<file path="src/rtl/fetch_pkg.sv">
// fetch_pkg: types and constants shared by the instruction fetch stage.
//   fetch_state_t : fetch controller states (IDLE, FETCH, HOLD, ERR)
//   FETCH_ADDR_W  : default PC / memory address width
//   FETCH_INSTR_W : default instruction word width
`timescale 1ns/1ps
package fetch_pkg;

  localparam int FETCH_ADDR_W  = 32;
  localparam int FETCH_INSTR_W = 32;

  typedef enum logic [1:0] {
    IDLE  = 2'd0,
    FETCH = 2'd1,
    HOLD  = 2'd2,
    ERR   = 2'd3
  } fetch_state_t;

endpackage

</file>
<file path="src/rtl/fetch_timeout_ctr.sv">
// fetch_timeout_ctr: counts FETCH cycles that pass without a memory ack.
//   clk, rst_n : clock, asynchronous active-low reset
//   clear      : hold the count at zero (asserted whenever not fetching)
//   cnt_en     : a FETCH cycle without ack, count it
//   expired    : this counted cycle is the TIMEOUT-th one; the controller
//                leaves for ERR at the coming edge
`timescale 1ns/1ps
module fetch_timeout_ctr #(
  parameter int TIMEOUT = 16
) (
  input  logic clk,
  input  logic rst_n,
  input  logic clear,
  input  logic cnt_en,
  output logic expired
);

  localparam int CNT_W = $clog2(TIMEOUT + 1);

  logic [CNT_W-1:0] cnt;

  // The count holds how many ack-less cycles have already completed, so the
  // cycle that sees TIMEOUT-1 is the TIMEOUT-th one.
  assign expired = cnt_en && (cnt == CNT_W'(TIMEOUT - 1));

  always_ff @(posedge clk or negedge rst_n) begin
    if (!rst_n) begin
      cnt <= '0;
    end else if (clear) begin
      cnt <= '0;
    end else if (cnt_en && !expired) begin
      cnt <= cnt + 1'b1;
    end
  end

endmodule

</file>
<file path="src/rtl/instr_fetch_unit.sv">
// instr_fetch_unit: fetch stage behind the R31 program counter.
// Issues one outstanding instruction-memory read at a time, captures the
// returned word into IR, pulses incr_pc to advance R31, and presents IR to
// decode with a valid/ready handshake. flush discards the in-flight or held
// instruction; stall blocks new launches only.
//
// Ports:
//   clk, rst_n          : clock, asynchronous active-low reset
//   R31                 : current program counter
//   start               : fetch enable (level)
//   stall               : blocks launch of a new fetch
//   flush               : redirect pulse, discards current/pending instruction
//   mem_rd_req/mem_addr : read request and its (held) address
//   mem_ack/mem_rdata   : read data valid / data
//   incr_pc             : one-cycle pulse advancing R31
//   IR/ir_valid/ir_ready: instruction register and decode handshake
//   fetch_err           : sticky fetch timeout
//
// Build option: define INSTR_FETCH_TIMEOUT_EN to add the FETCH timeout
// counter and the ERR state; otherwise FETCH waits forever, fetch_err = 0.
`timescale 1ns/1ps
module instr_fetch_unit
  import fetch_pkg::*;
#(
  parameter int ADDR_W  = FETCH_ADDR_W,
  parameter int INSTR_W = FETCH_INSTR_W,
  parameter int TIMEOUT = 16
) (
  input  logic               clk,
  input  logic               rst_n,
  input  logic [ADDR_W-1:0]  R31,
  input  logic               start,
  input  logic               stall,
  input  logic               flush,
  output logic               mem_rd_req,
  output logic [ADDR_W-1:0]  mem_addr,
  input  logic               mem_ack,
  input  logic [INSTR_W-1:0] mem_rdata,
  output logic               incr_pc,
  output logic [INSTR_W-1:0] IR,
  output logic               ir_valid,
  input  logic               ir_ready,
  output logic               fetch_err
);

  if (TIMEOUT < 1) begin : g_bad_timeout
    $error("instr_fetch_unit: TIMEOUT must be at least 1");
  end

  fetch_state_t state_q, state_d;
  logic         discard_q, discard_d;
  logic         load_addr;
  logic         load_ir;
  logic         timeout_hit;

`ifdef INSTR_FETCH_TIMEOUT_EN
  fetch_timeout_ctr #(
    .TIMEOUT (TIMEOUT)
  ) u_timeout (
    .clk     (clk),
    .rst_n   (rst_n),
    .clear   (state_q != FETCH),
    .cnt_en  ((state_q == FETCH) && !mem_ack),
    .expired (timeout_hit)
  );

  assign fetch_err = (state_q == ERR);
`else
  assign timeout_hit = 1'b0;
  assign fetch_err   = 1'b0;
`endif

  // IR is only presented while holding, so valid is a pure state decode.
  assign ir_valid = (state_q == HOLD);

  // NOTE: every signal written here gets a default first, so no path can
  // leave one unassigned and infer a latch.
  always_comb begin
    state_d    = state_q;
    discard_d  = discard_q;
    load_addr  = 1'b0;
    load_ir    = 1'b0;
    mem_rd_req = 1'b0;
    incr_pc    = 1'b0;

    case (state_q)
      IDLE: begin
        if (start && !stall && !flush) begin
          load_addr = 1'b1;
          state_d   = FETCH;
        end
      end

      FETCH: begin
        // The request is never withdrawn: a flushed fetch still waits for its
        // ack so the memory never sees a second outstanding read.
        mem_rd_req = 1'b1;
        if (mem_ack) begin
          if (discard_q || flush) begin
            discard_d = 1'b0;
            state_d   = IDLE;
          end else begin
            load_ir = 1'b1;
            incr_pc = 1'b1;
            state_d = HOLD;
          end
        end else begin
          if (flush) begin
            discard_d = 1'b1;
          end
          if (timeout_hit) begin
            state_d = ERR;
          end
        end
      end

      HOLD: begin
        if (flush) begin
          state_d = IDLE;
        end else if (ir_ready) begin
          if (start && !stall) begin
            load_addr = 1'b1;  // R31 already advanced at the ack edge
            state_d   = FETCH;
          end else begin
            state_d = IDLE;
          end
        end
      end

      ERR: begin
        // Parked until reset.
      end

      default: state_d = IDLE;
    endcase
  end

  // NOTE: state is updated with non-blocking assignments so every flop
  // samples pre-edge values, independent of statement order.
  always_ff @(posedge clk or negedge rst_n) begin
    if (!rst_n) begin
      state_q   <= IDLE;
      discard_q <= 1'b0;
      mem_addr  <= '0;
      IR        <= '0;
    end else begin
      state_q   <= state_d;
      discard_q <= discard_d;
      if (load_addr) begin
        mem_addr <= R31;
      end
      if (load_ir) begin
        IR <= mem_rdata;
      end
    end
  end

endmodule

</file>
<file path="config.mk">
export PLATFORM = sky130hd
export DESIGN_NAME = instr_fetch_unit
export DESIGN_NICKNAME = d
export VERILOG_FILES = /design/src/rtl/fetch_pkg.sv /design/src/rtl/fetch_timeout_ctr.sv /design/src/rtl/instr_fetch_unit.sv
export SDC_FILE = /design/constraint.sdc
export NUM_CORES = 1
export LEC_CHECK = 0
export CORE_UTILIZATION = 50
export CTS_CLUSTER_DIAMETER = 60
export DETAILED_ROUTE_END_ITERATION = 12
export DONT_BUFFER_PORTS = 1
export GPL_ROUTABILITY_DRIVEN = 0
export GPL_TIMING_DRIVEN = 0
export HOLD_SLACK_MARGIN = 0.05
export PLACE_DENSITY = 0.67
export SLEW_MARGIN = 0
export SYNTH_ARGS = -nofsm -noshare
export SYNTH_HDL_FRONTEND = slang
export SYNTH_HIERARCHICAL = 1
export SYNTH_SLANG_ARGS = --single-unit
</file>
<file path="constraint.sdc">
create_clock -name clk -period 5 [get_ports clk]
set_clock_uncertainty 0.2 [all_clocks]
set_input_delay 1.5 -clock clk [delete_from_list [all_inputs] [get_ports clk]]
set_output_delay 1.5 -clock clk [all_outputs]
set_load 0.005 [all_outputs]
</file>
Word-level counts from Yosys, hierarchy flattened

Index checks and enable logic that the tools add are counted.

Word-level logic and storage cells: 39
Output and inout bits: 68
Input port bits: 71
Register bits after elaboration: 67

Equal/unequal tests: 6
Reductions and logical operators: 10
Multiplexer cells: 19

Operator list:

| operator             | number |
|---|---|
| $mux W1              | 12 |
| $mux W2              | 5 |
| $pmux W2 S3          | 1 |
| $ne A2 B2 Y1 const B | 2 |
| $reduce_and A4 Y1    | 1 |
| $ne A3 B2 Y1 const B | 1 |
| $reduce_and A3 Y1    | 1 |
| $reduce_bool A3 Y1   | 1 |
| $eq A2 B1 Y1 const B | 1 |
| $eq A2 B2 Y1 const B | 1 |
| $logic_and A1 B1 Y1  | 2 |
| $logic_not A1 Y1     | 2 |
| $logic_not A2 Y1     | 1 |
| $ne A2 B1 Y1 const B | 1 |
| $pmux W1 S2          | 1 |
| $reduce_bool A2 Y1   | 1 |
| $logic_or A1 B1 Y1   | 1 |

Depth between registers and ports, before layout

Depth after elaboration: 6
Depth in mapped cells: 6
Depth with buffers taken out: 5

Worst setup path before layout

No wires, ideal clock.

Path type: in2out
Start: input port flush
End: output port incr_pc
Stages: 4
Data required time: 3.300 ns
Arrival: 2.156 ns
Path buffers: 2
Slack: 1.144 ns
Path through: nor2_1 and3_1 clkbuf_1 buf_4

Cells in the longest elaborated chain, start to end: 4

RTL lines:

| item               | RTL line               | source |
|---|---|---|
| from (decl)        | instr_fetch_unit.sv:34 | `input logic flush,` |
| $logic_or A1 B1 Y1 | instr_fetch_unit.sv:99 | `if (discard_q \|\| flush) begin` |
| $mux W1            | instr_fetch_unit.sv:99 |  |
| $mux W1            | instr_fetch_unit.sv:98 | `if (mem_ack) begin` |
| $mux W1            | instr_fetch_unit.sv:86 | `case (state_q)` |
| to (decl)          | instr_fetch_unit.sv:39 | `output logic incr_pc,` |

No other way between the ends.

Worst setup path after layout

Same ends and word-level chain as after synthesis.

==> run metrics <==
status completed; post-DP HPWL 3.54 mm; unrepaired setup endpoints after global routing false; total CTS buffers 9; Total Routing Usage GR roughly 17%; IO Port Bufs 0; Initial Util a little over half; max cap viols 0; DIE WIDTH approximately 75 um; ANT nets after route 0; Synth area leaders dfrtp_1 (63%), mux2_1 (27%), ha_1 (1.9%); Die Height around 75 um; post-route minimum period ~4.0 ns; Initial DRC Count 35; final net count approximately 250; clk root buf clkbuf_8; most common cell after layout, fill and taps aside dfrtp_1; Post-CTS Setup Bufs 0; Post-Place Cells about 230; Hold Vio Cnt, Final 0; dpl ws ~1 ns; number of diodes 0; WL final about 4.6 mm; CP required around 3.3 ns; cell accounting for the most synthesized area dfrtp_1; max frequency 253 MHz; CTS tree yes; area share of the largest cell type after synthesis between 60% and 70%; cells after synthesis 163; vias in the first global route roughly 1500; Setup crit end kind primary output; Sink Count between 60 and 70; PwrDens around 610 nW/um^2; num rows 26; crit path DAT about 2.3 ns; setup_tns 0 ns; Synthesis Warnings 6; Netlist cell types 21; setup slack after layout roughly 1.0 ns; initial antenna violation count 0; Overflow after GRT 0; Final Cycle Share roughly four fifths; Crit Path Max Fanout 10; Worst Hold Class register to register; vias per cell about 5.5; io pins about 140; pin count of the biggest net entering global routing 68; share of cells above drive strength 1 ~15%; fin. max-slew vios 0; register area between 1500 and 2000 um^2; CP startpoint kind primary input; synthesized area ~2700 um^2; Syn Area/Cell between 15 and 20 um^2; residual DRC count 0; core area 5110 um^2; H-tree Lvls 3; crit path kind primary input to primary output; commonest cells after routing, fill and taps aside dfrtp_1 (67), mux2_1 (64), clkbuf_8 (11); Hold-fix buffers, CTS 0; Mapped Nets ~240; post-cts resize count 0; number of synthesized register bits 67; first-pass GRT wire length 6.60 mm; Syn-to-layout area delta 10.1%; drt first pass iters 3; CTS clk-pin slew, worst paths ~0.060 ns; leak pwr approximately 1.3 nW; Clock Latency Late Sink 0.32 ns; multi-input logic area 910 um^2; final setup vio count 0; wire per inst between 15 and 20 um; VDD IR max ~0.29 mV; Final Non-Filler Cells 249; Filler cells between 400 and 500; via count roughly 1400; CTS max path bufs 2; DIE AREA 5620 um^2; register area share after synthesis approximately 63%
-- cell type report --
type	instances	share of cell area (%)
plain buffers	8	2.31
flip-flops and latches	67	57.2
clock inverters	4	0.854
clock buffers	12	5.30
well taps	70	2.99
inverters	2	0.256
multi-input cells	86	31.1
-- synthesized netlist by cell type (all sizes together) --
master,n
ha,4
mux2i,1
or3b,1
nor3,1
nand3,1
a21oi,4
nor3b,1
nor2,2
dfrtp,67
a2111oi,1
nor2b,2
inv,2
clkbuf,1
buf,7
mux2,64
conb,1
o2bb2ai,1
and3,1
or2,1
-- through the flow --
step / utilization [%] / hold slack, ns / area (um^2) / total power [W]
CTS: 57.3 / 0.321 / 2930 / 0.00182
global placement: 53.8 / 0.301 / 2750 / 0.00138
detailed placement: 53.8 / 0.304 / 2750 / 0.00142
global route: 57.3 / 0.335 / 2930 / 0.00191
floorplan: - / 0.283 / 2660 / 0.00129
finish: 57.3 / 0.314 / 2930 / 0.00179
-- cell families after synthesis --
kind of cell               synth area share, %
adders and majority gates                 1.88
DFF                                       63.0
AOI/OAI and AO/OA                         2.12
muxes                                     27.5
buffers and inverters                     2.82
other                                    0.141
and+or+nand+nor                           2.59
-- flip-flops by register name, summed over array words and instances, names as in the netlist --
| name | flops |
|---|---|
| IR | 32 |
| mem_addr | 32 |
| state_q | 2 |
| discard_q | 1 |
-- routing by layer --
layer	part of all wire (%)	global-route usage, %	vias to the layer above
met4	3.7	13.0	0
li1	-	-	592
met3	11	6.56	14
met1	34	16.6	664
met5	0	0	-
met2	51	28.1	93
-- power breakdown --
group | internal [W] | total [W] | switching [W]
Sequential | 0.000819 | 0.00103 | 0.000208
Combinational | 0.000217 | 0.000371 | 0.000155
Clock | 0.000205 | 0.000391 | 0.000186
Total | 0.00124 | 0.00179 | 0.000548
-- path summary, 6_finish.rpt --
| path | slack (ns) | start | cells after the start | to |
|---|---|---|---|---|
| setup / recovery | 1.05 | flush | 4 | incr_pc |
| hold / removal | 0.31 | mem_addr[22] | 1 | mem_addr[22] |
| setup reg to reg | 2.85 | state_q[1] | 6 | IR[16] |
| hold reg to reg | 0.31 | mem_addr[22] | 1 | mem_addr[22] |
| max in group asynchronous | 3.84 | rst_n | 0 | mem_addr[0] |
| min in group asynchronous | 0.66 | rst_n | 0 | IR[13] |
-- critical path, stage by stage --
cell      delay [ns]
nor2_1          0.09
and3_1          0.16
clkbuf_1        0.24
buf_4           0.25
Note: power is estimated with default switching activity, not from simulation.
